--- src/rtl/decode_stage_pipe_pkg.sv ---
// Shared widths, opcode map, scoreboard entry type and default parameters
// for the registered decode stage.
package decode_stage_pipe_pkg;

    localparam int ALU_OP_BITS = 4;
    localparam int ALU_FN_BITS = 5;
    localparam int SEL_BITS    = 2;

    localparam int DEF_DBITS               = 32;
    localparam int DEF_REG_INDEX_BIT_WIDTH = 4;
    localparam int DEF_IMM_BITS            = 16;
    localparam int DEF_SB_DEPTH            = 3;
    localparam int DEF_STALL_CNT_BITS      = 16;

    // Scoreboard entries carry a fixed-width dest; narrower register
    // indices are zero-extended so the struct stays unparametrised.
    localparam int SB_DEST_BITS = 8;

    typedef struct packed {
        logic                    valid;
        logic [SB_DEST_BITS-1:0] dest;
    } sb_entry_t;

    typedef enum logic [ALU_OP_BITS-1:0] {
        OP_ALUR   = 4'h0,
        OP_ALUI   = 4'h1,
        OP_LUI    = 4'h2,
        OP_LOAD   = 4'h4,
        OP_STORE  = 4'h5,
        OP_BRANCH = 4'h6,
        OP_JAL    = 4'h7
    } opcode_t;

    localparam logic [SEL_BITS-1:0] SR2_REG   = 2'd0;
    localparam logic [SEL_BITS-1:0] SR2_IMM   = 2'd1;
    localparam logic [SEL_BITS-1:0] SR2_IMMHI = 2'd2;
    localparam logic [SEL_BITS-1:0] DIN_ALU   = 2'd0;
    localparam logic [SEL_BITS-1:0] DIN_MEM   = 2'd1;
    localparam logic [SEL_BITS-1:0] DIN_PC    = 2'd2;

    localparam logic [ALU_FN_BITS-1:0] FN_ADD = 5'h00;
    localparam logic [ALU_FN_BITS-1:0] FN_SUB = 5'h08;

endpackage

--- src/rtl/decode_stage_pipe_decoder.sv ---
// Combinational instruction decoder.
// Layout (MSB first): opcode | dest | src1 | src2 | ... | imm[IMM_BITS-1:0].
module Decoder
    import decode_stage_pipe_pkg::*;
#(
    parameter int DBITS               = DEF_DBITS,
    parameter int REG_INDEX_BIT_WIDTH = DEF_REG_INDEX_BIT_WIDTH,
    parameter int IMM_BITS            = DEF_IMM_BITS
) (
    input  logic [DBITS-1:0]               inst_word,
    output logic [ALU_OP_BITS-1:0]         alu_op,
    output logic [ALU_FN_BITS-1:0]         alu_fn,
    output logic [REG_INDEX_BIT_WIDTH-1:0] src_reg1_addr,
    output logic [REG_INDEX_BIT_WIDTH-1:0] src_reg2_addr,
    output logic [REG_INDEX_BIT_WIDTH-1:0] dest_reg_addr,
    output logic [SEL_BITS-1:0]            sel_alu_sr2,
    output logic [SEL_BITS-1:0]            sel_reg_din,
    output logic                           wr_reg,
    output logic                           wr_mem,
    output logic [IMM_BITS-1:0]            imm
);
    localparam int RW = REG_INDEX_BIT_WIDTH;

    assign alu_op        = inst_word[DBITS-1 -: ALU_OP_BITS];
    assign dest_reg_addr = inst_word[DBITS-ALU_OP_BITS-1 -: RW];
    assign src_reg1_addr = inst_word[DBITS-ALU_OP_BITS-RW-1 -: RW];
    assign src_reg2_addr = inst_word[DBITS-ALU_OP_BITS-2*RW-1 -: RW];
    assign imm           = inst_word[IMM_BITS-1:0];

    // Control fields per opcode; unknown opcodes decode as a no-op.
    always_comb begin
        alu_fn      = FN_ADD;
        sel_alu_sr2 = SR2_REG;
        sel_reg_din = DIN_ALU;
        wr_reg      = 1'b0;
        wr_mem      = 1'b0;
        case (alu_op)
            OP_ALUR:   begin alu_fn = imm[ALU_FN_BITS-1:0]; wr_reg = 1'b1; end
            OP_ALUI:   begin sel_alu_sr2 = SR2_IMM;   wr_reg = 1'b1; end
            OP_LUI:    begin sel_alu_sr2 = SR2_IMMHI; wr_reg = 1'b1; end
            OP_LOAD:   begin sel_alu_sr2 = SR2_IMM; sel_reg_din = DIN_MEM; wr_reg = 1'b1; end
            OP_STORE:  begin sel_alu_sr2 = SR2_IMM; wr_mem = 1'b1; end
            OP_BRANCH: begin alu_fn = FN_SUB; end
            OP_JAL:    begin sel_alu_sr2 = SR2_IMM; sel_reg_din = DIN_PC; wr_reg = 1'b1; end
            default:   ;
        endcase
    end
endmodule

--- src/rtl/decode_stage_pipe_raw_scoreboard.sv ---
// Shift-register scoreboard of in-flight destination registers plus the
// RAW comparators against the instruction being decoded.
module raw_scoreboard
    import decode_stage_pipe_pkg::*;
#(
    parameter int SB_DEPTH            = DEF_SB_DEPTH,
    parameter int REG_INDEX_BIT_WIDTH = DEF_REG_INDEX_BIT_WIDTH
) (
    input  logic                           clk,
    input  logic                           reset,
    input  logic                           shift,
    input  logic                           push_valid,
    input  logic [REG_INDEX_BIT_WIDTH-1:0] push_dest,
    input  logic                           head_valid,
    input  logic [REG_INDEX_BIT_WIDTH-1:0] head_dest,
    input  logic                           req,
    input  logic [REG_INDEX_BIT_WIDTH-1:0] src1,
    input  logic [REG_INDEX_BIT_WIDTH-1:0] src2,
    output logic                           hazard
);
    sb_entry_t               sb_reg [SB_DEPTH];
    logic [SB_DEPTH-1:0]     match;
    logic                    head_match;
    logic [SB_DEST_BITS-1:0] src1_ext;
    logic [SB_DEST_BITS-1:0] src2_ext;

    assign src1_ext = SB_DEST_BITS'(src1);
    assign src2_ext = SB_DEST_BITS'(src2);

    // Entry 0 is the youngest; the oldest falls off the end on each shift.
    always_ff @(posedge clk or negedge reset) begin
        if (!reset) begin
            for (int i = 0; i < SB_DEPTH; i++) sb_reg[i] <= '0;
        end else if (shift) begin
            for (int i = SB_DEPTH-1; i > 0; i--) sb_reg[i] <= sb_reg[i-1];
            sb_reg[0] <= '{valid: push_valid, dest: SB_DEST_BITS'(push_dest)};
        end
    end

    generate
        for (genvar gi = 0; gi < SB_DEPTH; gi++) begin : g_cmp
            assign match[gi] = sb_reg[gi].valid &
                               ((sb_reg[gi].dest == src1_ext) | (sb_reg[gi].dest == src2_ext));
        end
    endgenerate

    // Both sources are compared unconditionally, which is conservative.
    assign head_match = head_valid & ((head_dest == src1) | (head_dest == src2));
    assign hazard     = req & (head_match | (|match));
endmodule

--- src/rtl/decode_stage_pipe.sv ---
// Registered decode stage: valid/ready handshake from fetch, decoder,
// output pipeline register, RAW stall via scoreboard, stall counter.
module decode_stage_pipe
    import decode_stage_pipe_pkg::*;
#(
    parameter int DBITS               = DEF_DBITS,
    parameter int REG_INDEX_BIT_WIDTH = DEF_REG_INDEX_BIT_WIDTH,
    parameter int IMM_BITS            = DEF_IMM_BITS,
    parameter int SB_DEPTH            = DEF_SB_DEPTH,
    parameter int STALL_CNT_BITS      = DEF_STALL_CNT_BITS
) (
    input  logic                           clk,
    input  logic                           reset,
    input  logic                           in_valid,
    output logic                           in_ready,
    input  logic [DBITS-1:0]               inst_word,
    input  logic [DBITS-1:0]               pc_in,
    input  logic                           flush,
    output logic                           out_valid,
    input  logic                           out_ready,
    output logic [ALU_OP_BITS-1:0]         alu_op,
    output logic [ALU_FN_BITS-1:0]         alu_fn,
    output logic [REG_INDEX_BIT_WIDTH-1:0] src_reg1_addr,
    output logic [REG_INDEX_BIT_WIDTH-1:0] src_reg2_addr,
    output logic [REG_INDEX_BIT_WIDTH-1:0] dest_reg_addr,
    output logic [SEL_BITS-1:0]            sel_alu_sr2,
    output logic [SEL_BITS-1:0]            sel_reg_din,
    output logic                           wr_reg,
    output logic                           wr_mem,
    output logic [DBITS-1:0]               imm_ext,
    output logic [DBITS-1:0]               imm_hi,
    output logic [DBITS-1:0]               pc_out,
    output logic [STALL_CNT_BITS-1:0]      stall_count
);
    localparam int RW  = REG_INDEX_BIT_WIDTH;
    localparam int EXT = DBITS - IMM_BITS;

    logic [ALU_OP_BITS-1:0] dec_alu_op;
    logic [ALU_FN_BITS-1:0] dec_alu_fn;
    logic [RW-1:0]          dec_src1, dec_src2, dec_dest;
    logic [SEL_BITS-1:0]    dec_sel_sr2, dec_sel_din;
    logic                   dec_wr_reg, dec_wr_mem;
    logic [IMM_BITS-1:0]    dec_imm;

    logic                   out_valid_reg;
    logic [ALU_OP_BITS-1:0] alu_op_reg;
    logic [ALU_FN_BITS-1:0] alu_fn_reg;
    logic [RW-1:0]          src1_reg, src2_reg, dest_reg;
    logic [SEL_BITS-1:0]    sel_sr2_reg, sel_din_reg;
    logic                   wr_reg_reg, wr_mem_reg;
    logic [IMM_BITS-1:0]    imm_reg;
    logic [DBITS-1:0]       pc_reg;
    logic [STALL_CNT_BITS-1:0] stall_count_reg;

    logic hazard, advance, fire, stall_event;

    Decoder #(
        .DBITS(DBITS), .REG_INDEX_BIT_WIDTH(RW), .IMM_BITS(IMM_BITS)
    ) u_decoder (
        .inst_word(inst_word), .alu_op(dec_alu_op), .alu_fn(dec_alu_fn),
        .src_reg1_addr(dec_src1), .src_reg2_addr(dec_src2), .dest_reg_addr(dec_dest),
        .sel_alu_sr2(dec_sel_sr2), .sel_reg_din(dec_sel_din),
        .wr_reg(dec_wr_reg), .wr_mem(dec_wr_mem), .imm(dec_imm)
    );

    // A flushed output entry is pushed as invalid; older entries stay real.
    raw_scoreboard #(
        .SB_DEPTH(SB_DEPTH), .REG_INDEX_BIT_WIDTH(RW)
    ) u_raw_scoreboard (
        .clk(clk), .reset(reset), .shift(out_ready),
        .push_valid(out_valid_reg & wr_reg_reg & ~flush), .push_dest(dest_reg),
        .head_valid(out_valid_reg & wr_reg_reg), .head_dest(dest_reg),
        .req(in_valid), .src1(dec_src1), .src2(dec_src2), .hazard(hazard)
    );

    assign advance     = ~out_valid_reg | out_ready;
    assign in_ready    = ~hazard & ~flush & advance;
    assign fire        = in_valid & in_ready;
    assign stall_event = in_valid & hazard & advance;

    // Output-register occupancy: set on fire, drained by execute or flush.
    always_ff @(posedge clk or negedge reset) begin
        if (!reset)                     out_valid_reg <= 1'b0;
        else if (fire)                  out_valid_reg <= 1'b1;
        else if (out_ready || flush)    out_valid_reg <= 1'b0;
    end

    // Field registers load only on fire and otherwise keep stale values.
    always_ff @(posedge clk or negedge reset) begin
        if (!reset) begin
            alu_op_reg <= '0; alu_fn_reg <= '0; src1_reg <= '0; src2_reg <= '0;
            dest_reg <= '0; sel_sr2_reg <= '0; sel_din_reg <= '0;
            wr_reg_reg <= 1'b0; wr_mem_reg <= 1'b0; imm_reg <= '0; pc_reg <= '0;
        end else if (fire) begin
            alu_op_reg <= dec_alu_op; alu_fn_reg <= dec_alu_fn; src1_reg <= dec_src1;
            src2_reg <= dec_src2; dest_reg <= dec_dest; sel_sr2_reg <= dec_sel_sr2;
            sel_din_reg <= dec_sel_din; wr_reg_reg <= dec_wr_reg; wr_mem_reg <= dec_wr_mem;
            imm_reg <= dec_imm; pc_reg <= pc_in;
        end
    end

    // Saturating count of cycles lost to RAW hazards.
    always_ff @(posedge clk or negedge reset) begin
        if (!reset)                                      stall_count_reg <= '0;
        else if (stall_event && (stall_count_reg != '1)) stall_count_reg <= stall_count_reg + 1'b1;
    end

    assign out_valid     = out_valid_reg;
    assign alu_op        = alu_op_reg;
    assign alu_fn        = alu_fn_reg;
    assign src_reg1_addr = src1_reg;
    assign src_reg2_addr = src2_reg;
    assign dest_reg_addr = dest_reg;
    assign sel_alu_sr2   = sel_sr2_reg;
    assign sel_reg_din   = sel_din_reg;
    assign wr_reg        = wr_reg_reg;
    assign wr_mem        = wr_mem_reg;
    assign pc_out        = pc_reg;
    assign stall_count   = stall_count_reg;
    assign imm_ext       = {{EXT{imm_reg[IMM_BITS-1]}}, imm_reg};
    assign imm_hi        = {imm_reg, {EXT{1'b0}}};
endmodule

--- config.mk ---
export PLATFORM = sky130hd
export DESIGN_NAME = decode_stage_pipe
export DESIGN_NICKNAME = d
export VERILOG_FILES = /design/src/rtl/decode_stage_pipe_pkg.sv /design/src/rtl/decode_stage_pipe_decoder.sv /design/src/rtl/decode_stage_pipe_raw_scoreboard.sv /design/src/rtl/decode_stage_pipe.sv
export SDC_FILE = /design/constraint.sdc
export NUM_CORES = 1
export LEC_CHECK = 0
export CAP_MARGIN = 15
export CORE_MARGIN = 2
export CORE_UTILIZATION = 40
export CTS_CLUSTER_SIZE = 10
export DETAILED_ROUTE_END_ITERATION = 12
export GPL_ROUTABILITY_DRIVEN = 1
export HOLD_SLACK_MARGIN = 0.1
export PLACE_DENSITY = 0.75
export SYNTH_ARGS = -nofsm -noshare
export SYNTH_HDL_FRONTEND = slang
export SYNTH_SLANG_ARGS = --single-unit
--- constraint.sdc ---
create_clock -name clk -period 2.86 [get_ports clk]
set_clock_uncertainty 0.1 [all_clocks]
set_input_delay 0.572 -clock clk [delete_from_list [all_inputs] [get_ports clk]]
set_output_delay 0.572 -clock clk [all_outputs]
set_load 0.01 [all_outputs]
[After elaboration in Yosys (flattened, before gate mapping)]
Index checks and enable logic that the tools add are counted.
Operators by class
  add/subtract/negate cells: 1
  bitwise logic cells: 21
  mux-type cells: 7
  reductions and logical operators: 7
  equality and inequality tests: 15
Operators by type and width (count)
  $eq 4x4->1: 8
  $add 16x1->16 const B: 1
  $eq 4x3->1 const B: 4
  $ne 16x16->1 const B: 1
  $and 1x1->1: 12
  $pmux 5 s2: 1
  $pmux 2 s2: 2
  $or 1x1->1: 6
  $reduce_or 5->1: 1
  $eq 4x1->1 const B: 1
  $eq 4x2->1 const B: 1
  $logic_not 4->1: 1
  $mux 1: 4
  $reduce_or 4->1: 1
  $not 1->1: 3
  $reduce_or 3->1: 1
  $reduce_bool 2->1: 1
  $logic_and 1x1->1: 1
  $logic_or 1x1->1: 1
Word-level totals
  output and inout bits: 141
  bits in registers: 107
  bits of input ports: 69
  logic and storage cells: 70

[Depth between registers and ports, before layout]
  word-level depth: 11
  mapped depth: 9
  depth with buffers taken out: 7

[By module]
Synthesis repeated with hierarchy kept, for this count alone.
Second synthesis, totals
  cell total of the unflattened synthesis: 422
  area total of the unflattened synthesis: 5310.1 sq um
Modules (own cells, without submodules)
  decode_stage_pipe: cells each 289, times used 1, area an instance 3992.6 sq um
  raw_scoreboard: cells each 78, times used 1, area an instance 922.1 sq um
  Decoder: cells each 55, times used 1, area an instance 395.4 sq um

[Worst setup path after synthesis]
Ideal clock, no wire load.
  path type: input -> output
  start: in inst_word[16]
  end: out in_ready
  path slack: 220 ps
  arrival time: 1968 ps
  cell stages on the path: 7
  cells stage by stage: buf_2 > xor2_1 > nor4_2 > a41oi_2 > o2111ai_4 > buf_2 > a221oi_1
On the way
  word-level cells in the longest chain between the ends: 9
  elaborated cells on any way between the ends: 18
  classes of those cells: 4 x eq/ne; 13 x bitwise; 1 x reduce/logical
RTL lines
  start: declaration: RTL line decode_stage_pipe.sv:16  | input logic [DBITS-1:0] inst_word,
  $eq 4x4->1: RTL line decode_stage_pipe_raw_scoreboard.sv:43  | ((sb_reg[gi].dest == src1_ext) | (sb_reg[gi].dest == src2_ext));
  $or 1x1->1: RTL line decode_stage_pipe_raw_scoreboard.sv:43
  $and 1x1->1: RTL line decode_stage_pipe_raw_scoreboard.sv:42  | assign match[gi] = sb_reg[gi].valid &
  $reduce_or 3->1: RTL line decode_stage_pipe_raw_scoreboard.sv:49  | assign hazard = req & (head_match | (|match));
  $or 1x1->1 *: RTL line decode_stage_pipe_raw_scoreboard.sv:49
  $and 1x1->1 *: RTL line decode_stage_pipe_raw_scoreboard.sv:49
  $not 1->1 *: RTL line decode_stage_pipe.sv:77  | assign in_ready = ~hazard & ~flush & advance;
  $and 1x1->1 * (2 in series): RTL line decode_stage_pipe.sv:77
  end: declaration: RTL line decode_stage_pipe.sv:15  | output logic in_ready,
Every way passes the cells marked *; elsewhere a longest branch is shown, timed or not.

[Worst setup path in the final report]
  start: reg u_raw_scoreboard.sb_reg[9] (netlist bit)
  end: out in_ready
On the way
  word-level cells in the longest chain between the ends: 9
  elaborated cells on any way between the ends: 10
  classes of those cells: 2 x eq/ne; 7 x bitwise; 1 x reduce/logical
RTL lines
  start: declaration: RTL line decode_stage_pipe_raw_scoreboard.sv:21  | sb_entry_t sb_reg [SB_DEPTH];
  $eq 4x4->1: RTL line decode_stage_pipe_raw_scoreboard.sv:43
  $or 1x1->1 *: RTL line decode_stage_pipe_raw_scoreboard.sv:43
  $and 1x1->1 *: RTL line decode_stage_pipe_raw_scoreboard.sv:42
  $reduce_or 3->1 *: RTL line decode_stage_pipe_raw_scoreboard.sv:49
  $or 1x1->1 *: RTL line decode_stage_pipe_raw_scoreboard.sv:49
  $and 1x1->1 *: RTL line decode_stage_pipe_raw_scoreboard.sv:49
  $not 1->1 *: RTL line decode_stage_pipe.sv:77
  $and 1x1->1 * (2 in series): RTL line decode_stage_pipe.sv:77
Marks and branches as above.

==> impl_metrics.csv <==
group,metric,value,unit
outcome,status,"complete, no violations",
sta,period_share,96.1,%
finish,multi_input_area,0.00213,mm^2
sta,setup_viol_count_final,0,
worst_setup_path,worstPathArrival,2.08,ns
routing,routedWlPerCell,16.4,um
sta,slew_viol_final,0,
floorplan,io_pins,210,
global_routing,antenna_found_initial,0,
placed_design,place_hpwl,8.65,mm
yosys,synthMuxAreaShare,22.1,%
yosys,synth_seq_cells,107,
yosys,yosysSeqAreaShare,51.0,%
cts,numCtsBuffers,9,
floorplan,dieArea,0.0141,mm^2
yosys,synth.most_common_cell,"dfrtp_1",
yosys,yosys.cell_types.count,36,
global_routing,grt_pass1_vias,3756,
sta,fin_crit,2.75,ns
worst_setup_path,critPathCaptureType,"primary output",
yosys,yosys_warnings,0,
yosys,yosysTopAreaCellShare,51.0,%
routing,num_vias,3455,
sta,rsz0062_at_grt,"false",
power_and_ir_drop,irDropWorstVdd,332,uV
finish,seqCellArea,0.00268,mm^2
cts,clkTransAtPathRegs,0.07,ns
cts,cts_tree,"yes",
floorplan,die_width,119,um
floorplan,initial_utilization,41.3,%
finish,fin_nets,629,
cts,ctsHtreeMaxLevel,3,
worst_setup_path,cp.required,2.19,ns
global_routing,grt_start_max_net_pins,51,
routing,post-route-drc-count,0,
cts,clock_latency,0.35,ns
yosys,synth-simple-area-share,7.14,%
sta,fin_hold_ws,0.400,ns
worst_setup_path,crit_fanout,4,
routing,wl,12.1,mm
run,maxCapViolCount,0,
floorplan,coreArea,0.0127,mm^2
finish,largest_reg_flops,32,
sta,hold_viol,0,
placed_design,place_congestion,0.907,
sta,fmax,0.364,GHz
worst_setup_path,critical_path_class,"flip-flop to primary output",
floorplan,rows,41,
yosys,yosysTopAreaCell,"dfrtp_1",
cts,cts_root_buf,"clkbuf_16",
global_routing,overflow,0,
yosys,synth_top_family_by_area,"multiplexers",
cts,clk_path_buf_depth,2,
yosys,synth_flop_cell,"dfrtp_1",
finish,syn_to_final_growth,39.2,%
hold_path,hold_class,"flip-flop to flip-flop",
yosys,syn_avg_cell_area,13.1,um^2
routing,via_per_inst,4.70,
finish,antenna_cells,0,
yosys,synth-xor-area-share,7.50,%
yosys,synth-compound-area-share,2.07,%
power_and_ir_drop,p_leak,3.11,nW
routing,firstDrtPassIters,4,
yosys,synth_edf_count,0,
finish,fillers,1052,
sta,finalSetupTns,0,ns
placed_design,io_buffers,193,
yosys,synthTopCellsByCount,"dfrtp_1 (107), mux2_2 (53), buf_4 (49)",
yosys,async_reset_ff_share,100,%
routing,ant_nets,0,
global_routing,grt_usage,17.4,%
yosys,netlist_area,0.00526,mm^2
global_routing,grt_pass1_wl,19.5,mm
yosys,synth_area_leaders,"dfrtp_1 (51%), mux2_2 (11%), mux2_4 (10%)",
finish,drive_gt1_share,22.6,%
worst_setup_path,cp-start-kind,"flip-flop",
yosys,synthAdderAreaFrac,0.238,%
routing,drt-initial-drc-count,289,
cts,cts_sinks,107,
floorplan,fp.dieH,119,um
yosys,syn_inst,400,
power_and_ir_drop,power.density,644,mW/mm^2
==> metal layers <==
layer / up-vias / part of all wire (%) / GRT usage, %
met5: - / 0 / 0
met4: 0 / 2.5 / 7.66
met3: 21 / 5.4 / 4.25
met2: 118 / 50 / 29.1
met1: 1700 / 42 / 21.4
li1: 1616 / - / -
==> worst max-delay path: stages (launching register included) <==
cell           delay, ns
dfrtp_1             0.44
xor2_1              0.24
nor4_2              0.09
o21ai_1             0.23
o2111ai_4           0.16
a221oi_1            0.28
dlygate4sd1_1       0.31
==> cells by family (layout without fill, tap and decap cells) <==
kind of cell,after synthesis,count (layout)
muxes,92,92
DFF,107,107
adders and majority gates,1,1
and+or+nand+nor,65,65
xor gates and xnor gates,45,45
AOI/OAI and AO/OA,13,13
other,1,16
buffers and inverters,76,224
==> what timing repair did <==
action                                  CTS  global route
resized for setup                        14            17
pin swaps                                 0             9
setup buffers                             0             0
endpoints found under the setup margin   74             1
hold buffers                              1             0
hold endpoints to repair                 24             0
==> where the power goes <==
part / internal [W] / leakage, nW / switching, W
clock: 0.000610 / 0.126 / 0.000543
combinational: 0.000960 / 1.67 / 0.000563
sequential: 0.00178 / 1.31 / 0.000250
==> layout by cell type, fill, tap and decap left out, types with 2 or more instances in the layout <==
cell type and n:
clkdlybuf4s50_1 183, dfrtp_1 105, mux2_2 53, mux2_4 35, xor2_1 28, xnor2_1 17, conb_1 16, nand2_1 13
and3_1 11, nand4_1 10, clkbuf_16 9, clkbuf_2 8, buf_4 8, nand3_1 6, inv_1 5, nor4_1 5
nor2_1 4, mux2i_1 4, nor4_2 3, o21ai_1 3, and2_1 3, a21oi_1 3, nand2b_1 3, clkbuf_1 3
buf_12 3, nor3b_1 2, nor3_1 2, dfrtp_2 2
==> path summary, 6_finish.rpt <==
check | start | end | slack [ns] | cells after the start
hold / removal | stall_count[9]$_DFFE_PN0P_ | stall_count[9]$_DFFE_PN0P_ | 0.40 | 1
hold reg to reg | stall_count[9]$_DFFE_PN0P_ | stall_count[9]$_DFFE_PN0P_ | 0.40 | 1
min in group asynchronous | reset | src_reg2_addr[1]$_DFFE_PN0P_ | 0.57 | 2
setup / recovery | u_raw_scoreboard.sb_reg[9]$_DFFE_PN0P_ | in_ready | 0.11 | 6
setup reg to reg | u_raw_scoreboard.sb_reg[9]$_DFFE_PN0P_ | pc_out[11]$_DFFE_PN0P_ | 0.27 | 8
max in group asynchronous | reset | pc_out[21]$_DFFE_PN0P_ | 1.33 | 3
==> layout make-up <==
| cell class | instances | area share (%) |
|---|---|---|
| Clock buffer | 13 | 3.42 |
| Clock inverter | 2 | 0.171 |
| Inverter | 5 | 0.257 |
| Multi-Input combinational cell | 232 | 29.1 |
| Sequential cell | 107 | 36.6 |
| Tap cell | 172 | 2.94 |
| Timing Repair Buffer | 204 | 27.5 |
==> through the flow <==
step / util (%) / total power [W] / setup slack, ns / cell area (um^2) / cells
floorplan: - / 0.00283 / 0.220 / 5310 / 415
global placement: 55.5 / 0.00354 / -0.540 / 7070 / 719
detailed placement: 55.5 / 0.00358 / -0.584 / 7070 / 719
CTS: 57.6 / 0.00476 / 0.00815 / 7330 / 735
global route: 57.5 / 0.00494 / 0.00161 / 7310 / 735
finish: 57.5 / 0.00471 / 0.112 / 7310 / 735
Power figures use the tool's default switching activity.
==> variant, RTL diff (config.mk and constraints unchanged) <==
Register the output `stall_count` once more, with the module's reset; this adds one clock of latency there. The other outputs are not delayed to match.
--- a/src/rtl/decode_stage_pipe.sv
+++ b/src/rtl/decode_stage_pipe.sv
@@ -116,7 +116,13 @@
     assign wr_reg        = wr_reg_reg;
     assign wr_mem        = wr_mem_reg;
     assign pc_out        = pc_reg;
-    assign stall_count   = stall_count_reg;
+    always_ff @(posedge clk or negedge reset) begin
+        if (!reset) begin
+            stall_count <= '0;
+        end else begin
+            stall_count <= stall_count_reg;
+        end
+    end
     assign imm_ext       = {{EXT{imm_reg[IMM_BITS-1]}}, imm_reg};
     assign imm_hi        = {imm_reg, {EXT{1'b0}}};
 endmodule
Formal check against the unedited RTL: not equivalent (Yosys sat finds a counterexample within 4 cycles, from zero or initial values and one cycle with reset low).
==> variant against the original RTL <==
Setup slack lost 0.0088 ns. Total power grew 23%. Design area grew 9.7%. Maximum frequency shrank 0.32%. Sequential cell count grew 16. Area after synthesis grew 4.0%. Sequential share of layout area grew 1.8 points. First-iteration DRC count shrank 40%. Wire length is the same. Synthesized cell count grew 4.0%. Sequential power grew 12%. Via count grew 6.1%. Critical path type unchanged.
==> variant: results (changes against the original RTL) <==
* Slew HR at 58.1%
* Hold WS at 0.329 ns (-0.0703 ns)
* Fraction of registers with async set/reset at 100% (unchanged)
* Post-synth cell types at 37 (+2.8%)
* Largest net degree at the start of global routing at 56 (+9.8%)
* Worst EP arrival at 2.08 ns (about the same)
* Worst min-delay path class: flip-flop to flip-flop
* Final cell count without fillers at 783 (+6.5%)
* Most used DFF post-synth: dfrtp_1
* Share of cells above drive strength 1 at 20.3% (-2.3 points)
* Commonest cells post-synth: dfrtp_1 (123), mux2_2 (51), buf_4 (49), mux2_1 (35), xor2_1 (32)
* Total grt overflow at 0 (unchanged)
* Clk_lat worst skew at 0.41 ns (+0.06 ns)
* Status: finished, final reports clean
* Synth top area cells: dfrtp_1 (56%), mux2_2 (11%), mux2_1 (7.2%)
* Worst Path Max Fanout at 4 (unchanged)
* DP HPWL at 8.82 mm (+2.0%)
* IR Drop Worst-Case VDD at 0.428 mV (+29%)
* Max Cap Viol at 0 (unchanged)
* DR WL/cell at 15.4 µm (-6.1%)
* Iteration count of the initial detailed-routing pass at 6 (+2)
* Initial antenna violation count at 0 (unchanged)
* TritonCTS Buffers at 17 (+8)
* Vias in the first global route at 3765 (+0.24%)
* IO buf count at 193 (unchanged)
* First-pass GRT wire length at 19.2 mm (-1.5%)
* Overall Global Routing Usage at 17.1% (-0.32 points)
* Leakage at 3.40 nW (+9.3%)
* Placed cell count at 750 (+4.3%)
* H-tree levels at 4 (+1)
* Diode count at 0 (unchanged)
* Synth warn at 0 (unchanged)
* Max clock buf depth at 2 (unchanged)
* Register area share after synthesis at 56.3% (+5.4 points)
* Avg Inst Size Synth at 13.1 µm² (about the same)
* FF-to-FF setup slack at 0.38 ns (+0.11 ns)
* Worst-path clk slew at 0.05 ns (-0.02 ns)
* DR iter-0 viols at 174 (-40%)
* Root buf cell: clkbuf_16
* RD Place Congestion at 0.855 (-5.8%)
* Via count at 3665 (+6.1%)
* Layout Nets at 665 (+5.7%)
[variant: final cells by class]
| type | count | area (µm²) |
|---|---|---|
| well taps | 176 | 220 |
| repair buffers | 214 | 2120 |
| inverters | 6 | 22.5 |
| clock inverters | 10 | 118 |
| fillers | 1045 | 5270 |
| multi-input cells | 233 | 2000 |
| flip-flops and latches | 123 | 3080 |
| clock buffers | 21 | 460 |
[variant: logic make-up after synthesis]
group / after synthesis / share of synthesized area (%)
xor+xnor: 46 / 7.37
flops: 123 / 56.3
simple gates: 67 / 6.75
fa+ha+maj: 1 / 0.229
compound gates: 13 / 1.49
buf+inv: 75 / 9.32
other cells: 1 / 0.0686
mux: 90 / 18.5
[variant: through the flow]
stage / cell area (µm²) / setup TNS (ns) / setup slack (ns)
2_1_floorplan: 5520 / 0 / 0.240
3_3_place_gp: 7360 / -27.26 / -0.622
3_5_place_dp: 7360 / -28.18 / -0.603
4_1_cts: 7970 / 0 / 0.0538
5_1_grt: 8020 / 0 / 0.00738
6_report: 8020 / 0 / 0.103
[variant: worst paths after layout]
path | start | end | depth (start not counted)
setup / recovery | dest_reg_addr[3] | in_ready | 7
max in group asynchronous | reset | imm_reg[9] | 3
setup reg to reg | dest_reg_addr[3] | imm_reg[8] | 8
hold reg to reg | stall_count_reg[9] | stall_count[9] | 0
hold / removal | stall_count_reg[9] | stall_count[9] | 0
min in group asynchronous | reset | pc_out[5] | 2
[variant: power by group]
group	internal [mW]	total [mW]	switching [mW]	leakage (nW)
clock network	1.32	2.06	0.741	0.283
registers	2.03	2.27	0.239	1.54
logic	0.903	1.47	0.563	1.58
total	4.25	5.80	1.54	3.40
[variant: routing by layer]
metal,global-route usage (%),wire (µm),vias up
met3,5.83,808,13
met5,0,0,-
met1,20.5,4920,1822
met4,6.83,151,0
li1,-,-,1718
met2,28.3,6190,112
[variant: timing repair]
| action | 4_1_cts | 5_1_grt |
|---|---|---|
| resized for setup | 27 | 13 |
| hold endpoints to repair | 10 | 0 |
| pin swaps | 4 | 10 |
| setup buffers | 1 | 0 |
| setup endpoints to repair | 1 | 1 |
| hold buffers | 1 | 0 |
[variant: critical path, cell delays in order, from the launching register on]
cell and delay (ns):
dfrtp_2 0.45, xor2_1 0.19, nor4_2 0.07, o211ai_1 0.22, nand4_2 0.14, a221oi_2 0.23
buf_4 0.15, clkdlybuf4s15_1 0.22
